**src/rtl/qea_pkg.sv**
```systemverilog
// Shared definitions for the QEA host sequencer: FSM encoding, error codes
// and the initial-state amplitude constant.
package qea_pkg;

    typedef enum logic [3:0] {
        S_IDLE,
        S_LOAD_CTX,
        S_INIT_ST,
        S_START,
        S_RUN,
        S_READ_REQ,
        S_READ_WAIT,
        S_READ_HOLD,
        S_FINISH
    } seq_state_t;

    localparam logic [1:0] ERR_NONE    = 2'd0;
    localparam logic [1:0] ERR_QBIT    = 2'd1;
    localparam logic [1:0] ERR_TIMEOUT = 2'd2;

    // Amplitude 1.0 + 0.0i in Q2.30 re:im, written to basis state |0...0>.
    localparam logic [63:0] ONE_AMP = 64'h40000000_00000000;

endpackage

```
**src/rtl/qea_seq_counter.sv**
```systemverilog
// Loadable up-counter with a terminal-count flag against a runtime limit.
module qea_seq_counter #(
    parameter int W = 16
) (
    input  logic         clk,
    input  logic         rst,
    input  logic         load,
    input  logic [W-1:0] load_val,
    input  logic         inc,
    input  logic [W-1:0] last,
    output logic [W-1:0] count,
    output logic         at_last
);

    always_ff @(posedge clk) begin
        if (rst) begin
            count <= '0;
        end else if (load) begin
            count <= load_val;
        end else if (inc) begin
            count <= count + W'(1);
        end
    end

    // Terminal detect is an equality compare, so a full-range count never wraps.
    assign at_last = (count == last);

endmodule

```
**src/rtl/qea_host_sequencer.sv**
```systemverilog
// Host-side job sequencer: loads gate contexts, initialises the state RAM,
// starts the engine, times the run and streams the final state vector out.
import qea_pkg::*;

module qea_host_sequencer #(
    parameter int PE_NUM                  = 4,
    parameter int PE_NUM_WIDTH            = 2,
    parameter int MAX_QBIT_WIDTH          = 6,
    parameter int STATE_DATA_WIDTH        = 64,
    parameter int STATE_ADDR_WIDTH        = 16,
    parameter int GATE_CONTEXT_DATA_WIDTH = 64,
    parameter int GATE_CONTEXT_ADDR_WIDTH = 16,
    parameter int CYC_WIDTH               = 32
) (
    input  logic                                 clk,
    input  logic                                 rst,
    input  logic                                 i_go,
    input  logic [MAX_QBIT_WIDTH-1:0]            i_qbit_num,
    input  logic [GATE_CONTEXT_ADDR_WIDTH-1:0]   i_ins_num,
    input  logic [CYC_WIDTH-1:0]                 i_timeout,
    input  logic                                 i_ctxs_valid,
    output logic                                 o_ctxs_ready,
    input  logic [GATE_CONTEXT_DATA_WIDTH-1:0]   i_ctxs_data,
    output logic                                 o_ctx_en,
    output logic                                 o_ctx_wea,
    output logic [GATE_CONTEXT_ADDR_WIDTH-1:0]   o_ctx_addr,
    output logic [GATE_CONTEXT_DATA_WIDTH-1:0]   o_ctx_data,
    output logic [PE_NUM-1:0]                    o_state_ena,
    output logic [PE_NUM-1:0]                    o_state_wea,
    output logic [STATE_ADDR_WIDTH-1:0]          o_state_addra,
    output logic [PE_NUM*STATE_DATA_WIDTH-1:0]   o_state_dina,
    input  logic [PE_NUM*STATE_DATA_WIDTH-1:0]   i_state_dout,
    output logic                                 o_start,
    input  logic                                 i_complete,
    output logic                                 o_rd_valid,
    input  logic                                 i_rd_ready,
    output logic [PE_NUM*STATE_DATA_WIDTH-1:0]   o_rd_data,
    output logic                                 o_busy,
    output logic                                 o_done,
    output logic [1:0]                           o_err,
    output logic [CYC_WIDTH-1:0]                 o_exec_cycles
);

    seq_state_t                          state;
    logic [GATE_CONTEXT_ADDR_WIDTH-1:0]  ins_last_q;
    logic [STATE_ADDR_WIDTH-1:0]         st_last_q;
    logic [CYC_WIDTH-1:0]                timeout_q;

    logic                                qbit_bad;
    logic [MAX_QBIT_WIDTH-1:0]           depth_shift;
    logic [STATE_ADDR_WIDTH:0]           depth;
    logic                                accept;
    logic                                ctx_hs;

    logic [GATE_CONTEXT_ADDR_WIDTH-1:0]  ctx_cnt;
    logic                                ctx_at_last;
    logic [STATE_ADDR_WIDTH-1:0]         st_cnt;
    logic                                st_at_last;
    logic                                st_load;
    logic                                st_inc;
    logic [CYC_WIDTH-1:0]                cyc_cnt;
    logic                                cyc_at_last;

    assign accept      = (state == S_IDLE) && i_go;
    assign qbit_bad    = (i_qbit_num < MAX_QBIT_WIDTH'(PE_NUM_WIDTH)) ||
                         (i_qbit_num > MAX_QBIT_WIDTH'(STATE_ADDR_WIDTH + PE_NUM_WIDTH));
    assign depth_shift = i_qbit_num - MAX_QBIT_WIDTH'(PE_NUM_WIDTH);
    // One extra bit so a full 2**STATE_ADDR_WIDTH depth still yields last = all-ones.
    assign depth       = (STATE_ADDR_WIDTH+1)'(1) << depth_shift;

    assign ctx_hs      = o_ctxs_ready && i_ctxs_valid;
    assign o_ctx_en    = ctx_hs;
    assign o_ctx_wea   = ctx_hs;
    assign o_ctx_addr  = ctx_hs ? ctx_cnt : '0;
    assign o_ctx_data  = ctx_hs ? i_ctxs_data : '0;

    assign st_load = accept || ((state == S_INIT_ST) && st_at_last);
    assign st_inc  = ((state == S_INIT_ST) && !st_at_last) ||
                     ((state == S_READ_HOLD) && i_rd_ready && !st_at_last);

    qea_seq_counter #(.W(GATE_CONTEXT_ADDR_WIDTH)) u_ctx_cnt (
        .clk(clk), .rst(rst), .load(accept), .load_val('0), .inc(ctx_hs),
        .last(ins_last_q), .count(ctx_cnt), .at_last(ctx_at_last)
    );

    qea_seq_counter #(.W(STATE_ADDR_WIDTH)) u_st_cnt (
        .clk(clk), .rst(rst), .load(st_load), .load_val('0), .inc(st_inc),
        .last(st_last_q), .count(st_cnt), .at_last(st_at_last)
    );

    qea_seq_counter #(.W(CYC_WIDTH)) u_cyc_cnt (
        .clk(clk), .rst(rst), .load(state == S_START), .load_val(CYC_WIDTH'(1)),
        .inc(state == S_RUN), .last(timeout_q), .count(cyc_cnt), .at_last(cyc_at_last)
    );

    always_comb begin
        o_state_ena   = '0;
        o_state_wea   = '0;
        o_state_addra = '0;
        o_state_dina  = '0;
        if (state == S_INIT_ST) begin
            o_state_ena   = '1;
            o_state_wea   = '1;
            o_state_addra = st_cnt;
            if (st_cnt == '0) begin
                o_state_dina[PE_NUM*STATE_DATA_WIDTH-1 -: STATE_DATA_WIDTH] = STATE_DATA_WIDTH'(ONE_AMP);
            end
        end else if (state == S_READ_REQ) begin
            o_state_ena   = '1;
            o_state_addra = st_cnt;
        end
    end

    always_ff @(posedge clk) begin
        if (rst) begin
            state         <= S_IDLE;
            ins_last_q    <= '0;
            st_last_q     <= '0;
            timeout_q     <= '0;
            o_ctxs_ready  <= 1'b0;
            o_start       <= 1'b0;
            o_rd_valid    <= 1'b0;
            o_rd_data     <= '0;
            o_busy        <= 1'b0;
            o_done        <= 1'b0;
            o_err         <= ERR_NONE;
            o_exec_cycles <= '0;
        end else begin
            o_start <= 1'b0;
            o_done  <= 1'b0;
            case (state)
                S_IDLE: begin
                    if (i_go) begin
                        o_busy     <= 1'b1;
                        ins_last_q <= i_ins_num - GATE_CONTEXT_ADDR_WIDTH'(1);
                        st_last_q  <= STATE_ADDR_WIDTH'(depth - (STATE_ADDR_WIDTH+1)'(1));
                        timeout_q  <= i_timeout;
                        if (qbit_bad) begin
                            o_err  <= ERR_QBIT;
                            o_done <= 1'b1;
                            state  <= S_FINISH;
                        end else begin
                            o_err <= ERR_NONE;
                            if (i_ins_num == '0) begin
                                state <= S_INIT_ST;
                            end else begin
                                o_ctxs_ready <= 1'b1;
                                state        <= S_LOAD_CTX;
                            end
                        end
                    end
                end
                S_LOAD_CTX: begin
                    if (ctx_hs && ctx_at_last) begin
                        o_ctxs_ready <= 1'b0;
                        state        <= S_INIT_ST;
                    end
                end
                S_INIT_ST: begin
                    if (st_at_last) begin
                        o_start <= 1'b1;
                        state   <= S_START;
                    end
                end
                S_START: state <= S_RUN;
                S_RUN: begin
                    // Completion is checked first so it wins over a coincident timeout.
                    if (i_complete) begin
                        o_exec_cycles <= cyc_cnt;
                        state         <= S_READ_REQ;
                    end else if ((timeout_q != '0) && cyc_at_last) begin
                        o_err  <= ERR_TIMEOUT;
                        o_done <= 1'b1;
                        state  <= S_FINISH;
                    end
                end
                S_READ_REQ: state <= S_READ_WAIT;
                S_READ_WAIT: begin
                    o_rd_data  <= i_state_dout;
                    o_rd_valid <= 1'b1;
                    state      <= S_READ_HOLD;
                end
                S_READ_HOLD: begin
                    if (i_rd_ready) begin
                        o_rd_valid <= 1'b0;
                        if (st_at_last) begin
                            o_done <= 1'b1;
                            state  <= S_FINISH;
                        end else begin
                            state <= S_READ_REQ;
                        end
                    end
                end
                S_FINISH: begin
                    o_busy <= 1'b0;
                    state  <= S_IDLE;
                end
                default: state <= S_IDLE;
            endcase
        end
    end

endmodule

```
**config.mk**
```make
export PLATFORM = sky130hd
export DESIGN_NAME = qea_host_sequencer
export DESIGN_NICKNAME = d
export VERILOG_FILES = /design/src/rtl/qea_pkg.sv /design/src/rtl/qea_seq_counter.sv /design/src/rtl/qea_host_sequencer.sv
export SDC_FILE = /design/constraint.sdc
export NUM_CORES = 1
export LEC_CHECK = 0
export BUFFER_PORTS_ARGS = -buffer_cell sky130_fd_sc_hd__buf_2
export CAP_MARGIN = 20
export CORE_AREA = 5 5 395 397
export DETAILED_ROUTE_END_ITERATION = 8
export DIE_AREA = 0 0 400 402
export PLACE_DENSITY = 0.3
export SYNTH_ARGS = -nofsm -noshare
export SYNTH_HDL_FRONTEND = slang
export SYNTH_SLANG_ARGS = --single-unit
```
**constraint.sdc**
```tcl
create_clock -name clk -period 3.7 [get_ports clk]
set_input_delay 0 -clock clk [delete_from_list [all_inputs] [get_ports clk]]
set_output_delay 0 -clock clk [all_outputs]
set_load 0.01 [all_outputs]
```
After elaboration in Yosys (flattened, before gate mapping). Index checks and enable logic that the tools add are counted.

Bitwise gates (word level): 1. Reductions and logical operators: 32. Equal/unequal tests: 20. Add/sub/neg operators: 6. Order comparisons: 2. Multiplexer cells: 42. Shifts and indexed selects: 1. Divide/modulo/power cells: 0. Multiply operators: 0.

Operators by type and width (count): $mux W63 (2); $mux W64 (1); $mux W16 (3); $mux W4 (11); $add A16 B1 Y16 const B (2); $add A32 B1 Y32 const B (1); $eq A16 B16 Y1 (2); $eq A32 B32 Y1 (1); $logic_not A16 Y1 (2); $pmux W4 S8 (1); $reduce_bool A32 Y1 (1); $sub A16 B1 Y16 const B (2); $eq A4 B3 Y1 const B (4); $ne A2 B2 Y1 const B (8); $shl A1 B6 Y16 const A (1); $mux W1 (15); $reduce_and A5 Y1 (2); $reduce_bool A2 Y1 (5); $eq A4 B2 Y1 const B (2); $logic_and A1 B1 Y1 (8); $mux W2 (4); $reduce_and A2 Y1 (4); $reduce_or A2 Y1 (4); $gt A6 B5 Y1 const B (1); other kinds (13) (17).

Bits in registers: 427. Memory bits (writable): 0. Output and inout port bits: 657. Input bits: 380. Bits in latches: 0. ROM bits: 0. Memories kept: 0. Logic and storage cells: 120.

Longest topological paths before layout. Gate-level depths: netlist of the first run.

Depth in word-level cells: 5. Depth in mapped cells: 13.

Hierarchy. From an unflattened synthesis of the first run, not the netlist that was laid out.

Cell total of the unflattened synthesis: 2680. Area total of the unflattened synthesis: 20826.2 um^2.

Modules (own cells, without submodules): qea_host_sequencer (instances 1, cells an instance 2117, area each 16128.0 um^2); qea_seq_counter (u_cyc_cnt) (instances 1, cells an instance 302, area each 2391.0 um^2); qea_seq_counter (u_ctx_cnt) (instances 1, cells an instance 136, area each 1203.7 um^2); qea_seq_counter (u_st_cnt) (instances 1, cells an instance 125, area each 1103.6 um^2).

Worst setup path after synthesis of the first run. No wires, ideal clock.

Kind: input-to-reg. Start point: input port i_qbit_num[1]. End point: register st_last_q[12]. Cell stages on the path: 13. Buffers on the path: 1. Library setup time: 0.074 ns. Arrival: 2.659 ns. Setup slack: 0.967 ns. Cells stage by stage: buf_2 > inv_1 > ha_1 > o21bai_1 > mux2_2 > o22ai_4 > and3_1 > nand3_1 > ha_1 > inv_1 > a31oi_4 > or4b_1 > a31oi_1.

Word-level cells in the longest chain between the ends: 3.

Ends and longest elaborated chain: start: declaration (line qea_host_sequencer.sv:18) `input logic [MAX_QBIT_WIDTH-1:0] i_qbit_num,`; $sub A6 B2 Y6 (line qea_host_sequencer.sv:67) `assign depth_shift = i_qbit_num - MAX_QBIT_WIDTH'(PE_NUM_WIDTH);`; $shl A1 B6 Y16 (line qea_host_sequencer.sv:69) `assign depth = (STATE_ADDR_WIDTH+1)'(1) << depth_shift;`; $sub A16 B1 Y16 (line qea_host_sequencer.sv:136) `st_last_q <= STATE_ADDR_WIDTH'(depth - (STATE_ADDR_WIDTH+1)'(1));`; end signal: assignment (line qea_host_sequencer.sv:136); end: declaration (line qea_host_sequencer.sv:46) `logic [STATE_ADDR_WIDTH-1:0] st_last_q;`.

Every way passes these cells. A chain may end at the register's enable or synchronous reset.

Worst setup path after layout of the first run.
Start point: input port i_qbit_num[1]. End point: register st_last_q[4].

Same word-level chain as after synthesis.

==> results of run 1 <==
==> synthesized netlist by cell type (all sizes together) (2+ instances only) <==
master / number / area share (%)
nand4: 29 / 0.95
clkbuf: 154 / 2.9
and2: 19 / 0.60
nor4b: 12 / 0.53
or4b: 2 / 0.12
dfxtp: 427 / 43
ha: 7 / 0.45
o31ai: 2 / 0.076
mux2: 2 / 0.11
nand2b: 4 / 0.13
o211ai: 3 / 0.11
inv: 19 / 0.36
nor2b: 4 / 0.13
xnor2: 60 / 2.7
a211oi: 23 / 0.88
a31oi: 4 / 0.20
or3: 10 / 0.32
buf: 281 / 11
and3: 92 / 2.9
a21o: 3 / 0.11
o21ai: 11 / 0.30
a311oi: 5 / 0.22
xor2: 76 / 3.4
nand2: 683 / 13
mux2i: 3 / 0.15
o22ai: 5 / 0.23
nor3b: 6 / 0.28
nor2: 128 / 2.4
and4: 2 / 0.089
or3b: 2 / 0.089
nand3: 28 / 0.71
a21oi: 346 / 8.8
nor4: 31 / 0.99
a41oi: 2 / 0.089
nor3: 21 / 0.56
o21bai: 3 / 0.11
or4: 4 / 0.15
o221ai: 2 / 0.089
==> metrics by stage <==
stage | cell area (um2) | hold slack [ns]
after floorplan | 20600 | 0.0956
after global placement | 24800 | 0.241
after detailed placement | 24800 | 0.246
after CTS | 30700 | 0.0333
after global routing | 30700 | 0.0658
final | 30700 | 0.108
==> cell families (layout without fill, tap and decap cells) <==
logic type,after synthesis,count (layout),share of synthesized area [%]
DFF,427,427,43.5
xor gates and xnor gates,136,136,6.06
buffers and inverters,454,1311,13.8
adders and majority gates,7,7,0.445
and+or+nand+nor,1082,1082,24.3
other,1,275,0.0191
muxes,5,5,0.267
AOI/OAI and AO/OA,417,417,11.6
==> tightest hold or removal path: stages <==
cell	delay, ns
buf_2	0.11
and2_1	0.32
xnor2_1	0.21
nor2_1	0.03
==> cells in the final DEF, fill, tap and decap left out, types with 19 or more instances in the layout <==
cell type	instances
xnor2_1	60
nor3_1	19
and2_1	19
a211oi_1	23
buf_4	29
and3_1	91
clkbuf_16	66
nor4_1	30
dfxtp_1	426
dlygate4sd3_1	356
diode_2	20
inv_1	19
xor2_1	76
nand4_1	28
buf_2	780
nand2_1	682
nor2_1	127
conb_1	255
a21oi_1	345
nand3_1	28
==> power by group through the flow <==
stage | clock [W] | sequential, W | combinational (W)
global placement | 0 | 0.00490 | 0.00108
finish | 0.00660 | 0.00479 | 0.00141
CTS | 0.00694 | 0.00480 | 0.00143
floorplan | 0 | 0.00485 | 0.000812
global route | 0.00709 | 0.00480 | 0.00156
detailed placement | 0 | 0.00490 | 0.00107
==> state kept, by name, summed over array words and instances (netlist names) <==
name and cells:
timeout_q 32, state 4, o_done 1, u_st_cnt.count 16, ins_last_q 16, o_ctxs_ready 1, u_ctx_cnt.count 16, st_last_q 16
o_start 1, o_busy 1, o_rd_valid 1, o_rd_data 256, u_cyc_cnt.count 32, o_err 2, o_exec_cycles 32
==> timing repair <==
action	CTS	global route
endpoints found under the hold margin	350	0
hold buffers	356	0
gates resized for setup	0	0
==> area by class of cell <==
cell class | instances | area (um2) | share of cell area, %
clock inverters | 22 | 348 | 1.13
well taps | 2030 | 2540 | 8.27
inverters | 19 | 71.3 | 0.232
multi-input cells | 1902 | 9390 | 30.6
diodes | 20 | 50.0 | 0.163
clock buffers | 97 | 1940 | 6.31
repair buffers | 1173 | 7840 | 25.5
flip-flops and latches | 427 | 8550 | 27.8
==> worst min path at each step <==
stage | endpoint | slack, ns | cells after the start
finish | u_ctx_cnt.count[0] | 0.11 | 4
global route | o_rd_data[120] | 0.07 | 4
CTS | o_rd_data[120] | 0.03 | 4
detailed placement | o_rd_data[10] | 0.25 | 3
global placement | o_rd_data[21] | 0.24 | 3
floorplan | ins_last_q[0] | 0.1 | 1
==> routing by layer <==
| metal | wire length, um | part of all wire, % | track usage [%] | vias up |
|---|---|---|---|---|
| met5 | 34 | 0.033 | 0 | - |
| met4 | 3670 | 3.6 | 4.22 | 6 |
| met3 | 6580 | 6.4 | 3.42 | 145 |
| met2 | 49400 | 48 | 20.5 | 603 |
| met1 | 43300 | 42 | 14.8 | 9444 |
| li1 | - | - | - | 9974 |
==> metrics.csv, run 1 <==
metric;value;unit
Clock transition at path regs;0.05;ns
crit-path cells;dlygate4sd3_1, buf_2, inv_1, ha_1, o21bai_1, mux2_2, o22ai_4, and3_1, nand3_1, ha_1, inv_1, nand4_1, a21o_1, dlygate4sd3_1, a311oi_1;
maxcap violations;0;
Critical Path RT;4.23;ns
DRT iter0 DRCs;867;
Setup crit end kind;flop;
Post-synth EDFFs;0;
Hold Crit Class;in -> reg;
CTS Root Cell;clkbuf_16;
Initial Util;13.0;%
P_sw;0.00350;W
clk sinks;427;
dpl ws;0.766;ns
pin count of the biggest net entering global routing;121;
Max Clock Freq;302;MHz
DR pass1 iterations;5;
H-tree Lvls;3;
Largest stage delay, worst path;0.63;ns
worst r2r src;state[1];
final worst setup slack;0.387;ns
CTS tree;yes;
GRT Overall Usage;12.2;%
reg2reg path depth;7;
die height;402;um
Syn. warnings;0;
Die ar.;0.161;mm2
setup repair bufs after CTS;0;
Final Util;20.3;%
async set-reset flop share out of synthesis;0;%
RSZ-0062 raised after global routing;false;
period utilisation layout;89.6;%
final setup vio count;0;
total power;0.0128;W
Rows;143;
area grow syn2layout;56.2;%
sequential area share after synthesis;43.5;%
routability cong.;0.760;
Int Pwr;0.00931;W
Worst Clk Skew;0.0357;ns
Worst Setup SP;i_qbit_num[1];
post-route ant nets;0;
# IOs;1037;
detailed-route via count;20200;
Die X;400;um
DR DRC count;0;
Critical Path AT;3.84;ns
synthesized instance count;2529;
sequential power share;37.4;%
Final Net Count;3976;
Final Hold Viols;0;
drt total wl;103000;um
vias per cell;3.55;
vias in the first global route;20100;
CP Buf/Inv Count;5;
element type at the critical path start;primary input;
Clock Power Share;51.5;%
switch share;27.3;%
initial antenna violation count;28;
critical path type;in -> reg;
delay-heaviest family, CP;buffers and inverters;
first-pass GRT wire length;146000;um
Post-Place Cells;5195;
leakage power;13.5;nW
Max Transition Viols Final;0;
core area;0.152;mm2
clk_lat worst skew;0.64;ns
Worst R2R Setup Slack;0.90;ns
# fillers;17200;
Comb pwr share;11.0;%
Final TNS setup;0;ns
Crit. path cell count;15;
mean area per synthesized cell;7.78;um2
Slowest-stage cell, CP;dlygate4sd3_1;
Detail Placement HPWL;77700;um
Mapped Area;0.0197;mm2
CTS Buf Count;66;
hold path startpoint;i_ctxs_valid;
critical-path maximum fanout;11;
Rel. slew slack;28.3;%
Finished Layout Cells;5690;
flops & latches, synth;427;
DR WL/cell;18.1;um
Synth Flop Type;dfxtp_1;
synth unique cells;65;
crit path capture;st_last_q[4];
share of cells above drive strength 1;25.9;%
clock buffer depth;3;
port bufs;781;
VDD IR max;270;uV
Reg2Reg Capture Point;timeout_q[5];
Slew @ Worst Pin;1.08;ns
outcome;finished clean;
crit path time final;3.31;ns
power per cell area;417;mW/mm2
Overflow after GRT;0;
(Power assumes the default switching activity.)
==> run 2: changes to the inputs <==
--- a/config.mk
+++ b/config.mk
@@ -5,11 +5,12 @@
 export SDC_FILE = /design/constraint.sdc
 export NUM_CORES = 1
 export LEC_CHECK = 0
+export ABC_AREA = 1
 export BUFFER_PORTS_ARGS = -buffer_cell sky130_fd_sc_hd__buf_2
 export CAP_MARGIN = 20
-export CORE_AREA = 5 5 395 397
+export CORE_AREA = 5 5 399 401
 export DETAILED_ROUTE_END_ITERATION = 8
-export DIE_AREA = 0 0 400 402
+export DIE_AREA = 0 0 404 406
 export PLACE_DENSITY = 0.3
 export SYNTH_ARGS = -nofsm -noshare
 export SYNTH_HDL_FRONTEND = slang
==> constraint.sdc (replaced) <==
create_clock -name clk -period 3.9 [get_ports clk]
set_input_delay 0 -clock clk [delete_from_list [all_inputs] [get_ports clk]]
set_output_delay 0 -clock clk [all_outputs]
set_load 0.01 [all_outputs]
==> run 2 against run 1 <==
Non-clock buffer count decreased by 16. Synthesized area up 1.9%. Clock skew rose by 0.026 ns. Sequential power is 1% higher. Critical endpoint is now ins_last_q[5].
==> metrics.csv, run 2 <==
metric;value;unit;change
Setup crit end kind;flop;;
Rel. slew slack;41.3;%;+13 points
area grow syn2layout;53.7;%;
Syn. warnings;0;;unchanged
DR pass1 iterations;5;;unchanged
drt total wl;99800;um;-3.0%
synth cell count leaders;nor2_1, dfxtp_1, o21ai_0;;
Rows;145;;+1.4%
critical-path maximum fanout;28;;+17
Final Util;19.8;%;-0.43 points
DR WL/cell;16.7;um;-7.5%
Max Clock Freq;308;MHz;
Biggest register;o_rd_data;;
post-synth top area share;42.7;%;-0.81 points
Final Net Count;4247;;+6.8%
core area;0.155;mm2;+2.5%
outcome;finished clean;;
max reg flops;256;;unchanged
WHS;0.0620;ns;-0.0463 ns
vias in the first global route;20900;;+3.8%
critical path type;reg -> reg;;
pin count of the biggest net entering global routing;133;;+9.9%
Max Transition Viols Final;0;;unchanged
sequential area share after synthesis;42.7;%;-0.81 points
Finished Layout Cells;5970;;+4.9%
Initial Util;12.9;%;-0.074 points
maxcap violations;0;;unchanged
clk_lat worst skew;0.67;ns;+0.03 ns
most instantiated library cell after synthesis;nor2_1;;
Post-Place Cells;5496;;+5.8%
first-pass GRT wire length;141000;um;-3.1%
Placed Area;0.0252;mm2;+1.5%
Final Hold Viols;0;;unchanged
power per cell area;428;mW/mm2;+2.7%
leakage power;14.1;nW;+5.1%
Post-synth EDFFs;0;;unchanged
routability cong.;0.794;;+4.4%
CTS Buf Count;61;;-7.6%
Reg2Reg Capture Point;ins_last_q[5];;
Worst R2R Setup Slack;0.65;ns;-0.25 ns
most area-consuming cells after synthesis;dfxtp_1, nor2_1, buf_4;;
Worst Clk Skew;0.0618;ns;+0.0262 ns
synthesized instance count;2778;;+9.8%
Detail Placement HPWL;76600;um;-1.5%
port bufs;781;;unchanged
period utilisation layout;83.2;%;
Overflow after GRT;0;;unchanged
mean area per synthesized cell;7.21;um2;-7.2%
reg2reg path depth;10;;+3
Largest stage delay, worst path;0.70;ns;+0.07 ns
Yosys top cell by area;dfxtp_1;;
hold path startpoint;i_qbit_num[4];;
# fillers;17800;;+3.5%
clk sinks;427;;unchanged
clock buffer depth;3;;unchanged
GRT Overall Usage;11.4;%;-0.81 points
final setup vio count;0;;unchanged
crit-path cells;inv_1, nand2_1, nor2_2, nand2_2, clkinv_1, nand3_1, dlygate4sd3_1, o211ai_1, dlygate4sd3_1, inv_1;;
Clock transition at path regs;0.06;ns;about the same
H-tree Lvls;2;;-1
flops & latches, synth;427;;unchanged
CTS tree;yes;;
Worst Hold Depth;10;;+6
DR DRC count;0;;unchanged
Critical Path AT;3.82;ns;-0.02 ns
die height;406;um;+1.0%
share of cells above drive strength 1;24.7;%;-1.2 points
VDD IR max;346;uV;+28%
commonest non-fill, non-tap cell in the layout;buf_2;;
commonest non-fill, non-tap cells in the layout;buf_2, nor2_1, dfxtp_1;;
Hold Crit Class;in -> reg;;
Critical Path RT;4.47;ns;+0.24 ns
Slew @ Worst Pin;0.880;ns;-0.195 ns
post-route cell area;0.0308;mm2;+0.28%
synth unique cells;51;;-22%
Final TNS setup;0;ns;unchanged
Synth Flop Type;dfxtp_1;;
WHS Endpoint;st_last_q[10];;
async set-reset flop share out of synthesis;0;%;unchanged
element type at the critical path start;flop;;
Slowest-stage cell, CP;clkinv_1;;
RSZ-0062 raised after global routing;false;;
crit path time final;3.25;ns;
Die ar.;0.164;mm2;+2.0%
detailed-route via count;20800;;+3.3%
vias per cell;3.49;;-1.6%
# IOs;1037;;unchanged
post-route ant nets;0;;unchanged
DRT iter0 DRCs;954;;+10%
Mapped Area;0.0200;mm2;+1.9%
Die X;404;um;+1.0%
worst r2r src;state[3];;
CTS Root Cell;clkbuf_16;;
initial antenna violation count;17;;-39%
## run 2: logic make-up after synthesis
family	synth area share, %
AOI/OAI and AO/OA	12.3
xor gates and xnor gates	3.15
adders and majority gates	0.437
buffers and inverters	17.0
DFF	42.7
other	0.0187
and+or+nand+nor	24.4
## run 2: worst max path at each step
stage | start | endpoint | cells past startpoint
after floorplan | i_qbit_num[1] | st_last_q[10] | 15
final | state[3] | ins_last_q[5] | 10
after global placement | i_qbit_num[1] | st_last_q[6] | 14
after global routing | state[3] | ins_last_q[5] | 10
after CTS | state[3] | ins_last_q[5] | 10
after detailed placement | i_qbit_num[1] | st_last_q[6] | 14
## run 2: final cells by class
cell class | count | area [um2] | area share [%]
antenna | 3 | 7.51 | 0.0244
clock buffer | 99 | 1850 | 6.00
clock inverter | 13 | 151 | 0.491
inverter | 238 | 908 | 2.95
multi-input combinational | 1975 | 9070 | 29.4
sequential | 427 | 8550 | 27.7
tap | 2058 | 2570 | 8.36
timing repair buffer | 1157 | 7700 | 25.0
## run 2: critical path: cells and delay by family (launching register included)
| family | cells | cell delay [ns] |
|---|---|---|
| flip-flops | 1 | 0.39 |
| AO/OA/AOI/OAI | 1 | 0.07 |
| AND/OR/NAND/NOR | 4 | 0.69 |
| buffers and inverters | 5 | 2.00 |
## run 2: per-stage QoR
step	setup slack (ns)	power [W]
2_1_floorplan	2.15	0.00661
3_3_place_gp	1.35	0.00745
3_5_place_dp	1.39	0.00742
4_1_cts	0.616	0.0135
5_1_grt	0.370	0.0140
6_report	0.654	0.0132
## run 2: power by group
part / leakage (nW) / switching (W) / internal, W / total [W]
clock: 0.963 / 0.00228 / 0.00329 / 0.00557
combinational: 9.73 / 0.00170 / 0.00107 / 0.00278
sequential: 3.45 / 0.000208 / 0.00465 / 0.00486
## run 2: metal layers
metal	part of all wire [%]	GRT usage (%)
met5	0.055	0
met4	2.4	2.71
met3	8.3	3.85
met2	47	19.0
met1	42	14.1
## run 2: what timing repair did
item | CTS | global route
gates resized for setup | 0 | 0
setup buffers | 0 | 0
hold endpoints to repair | 331 | 0
hold buffers | 359 | 0
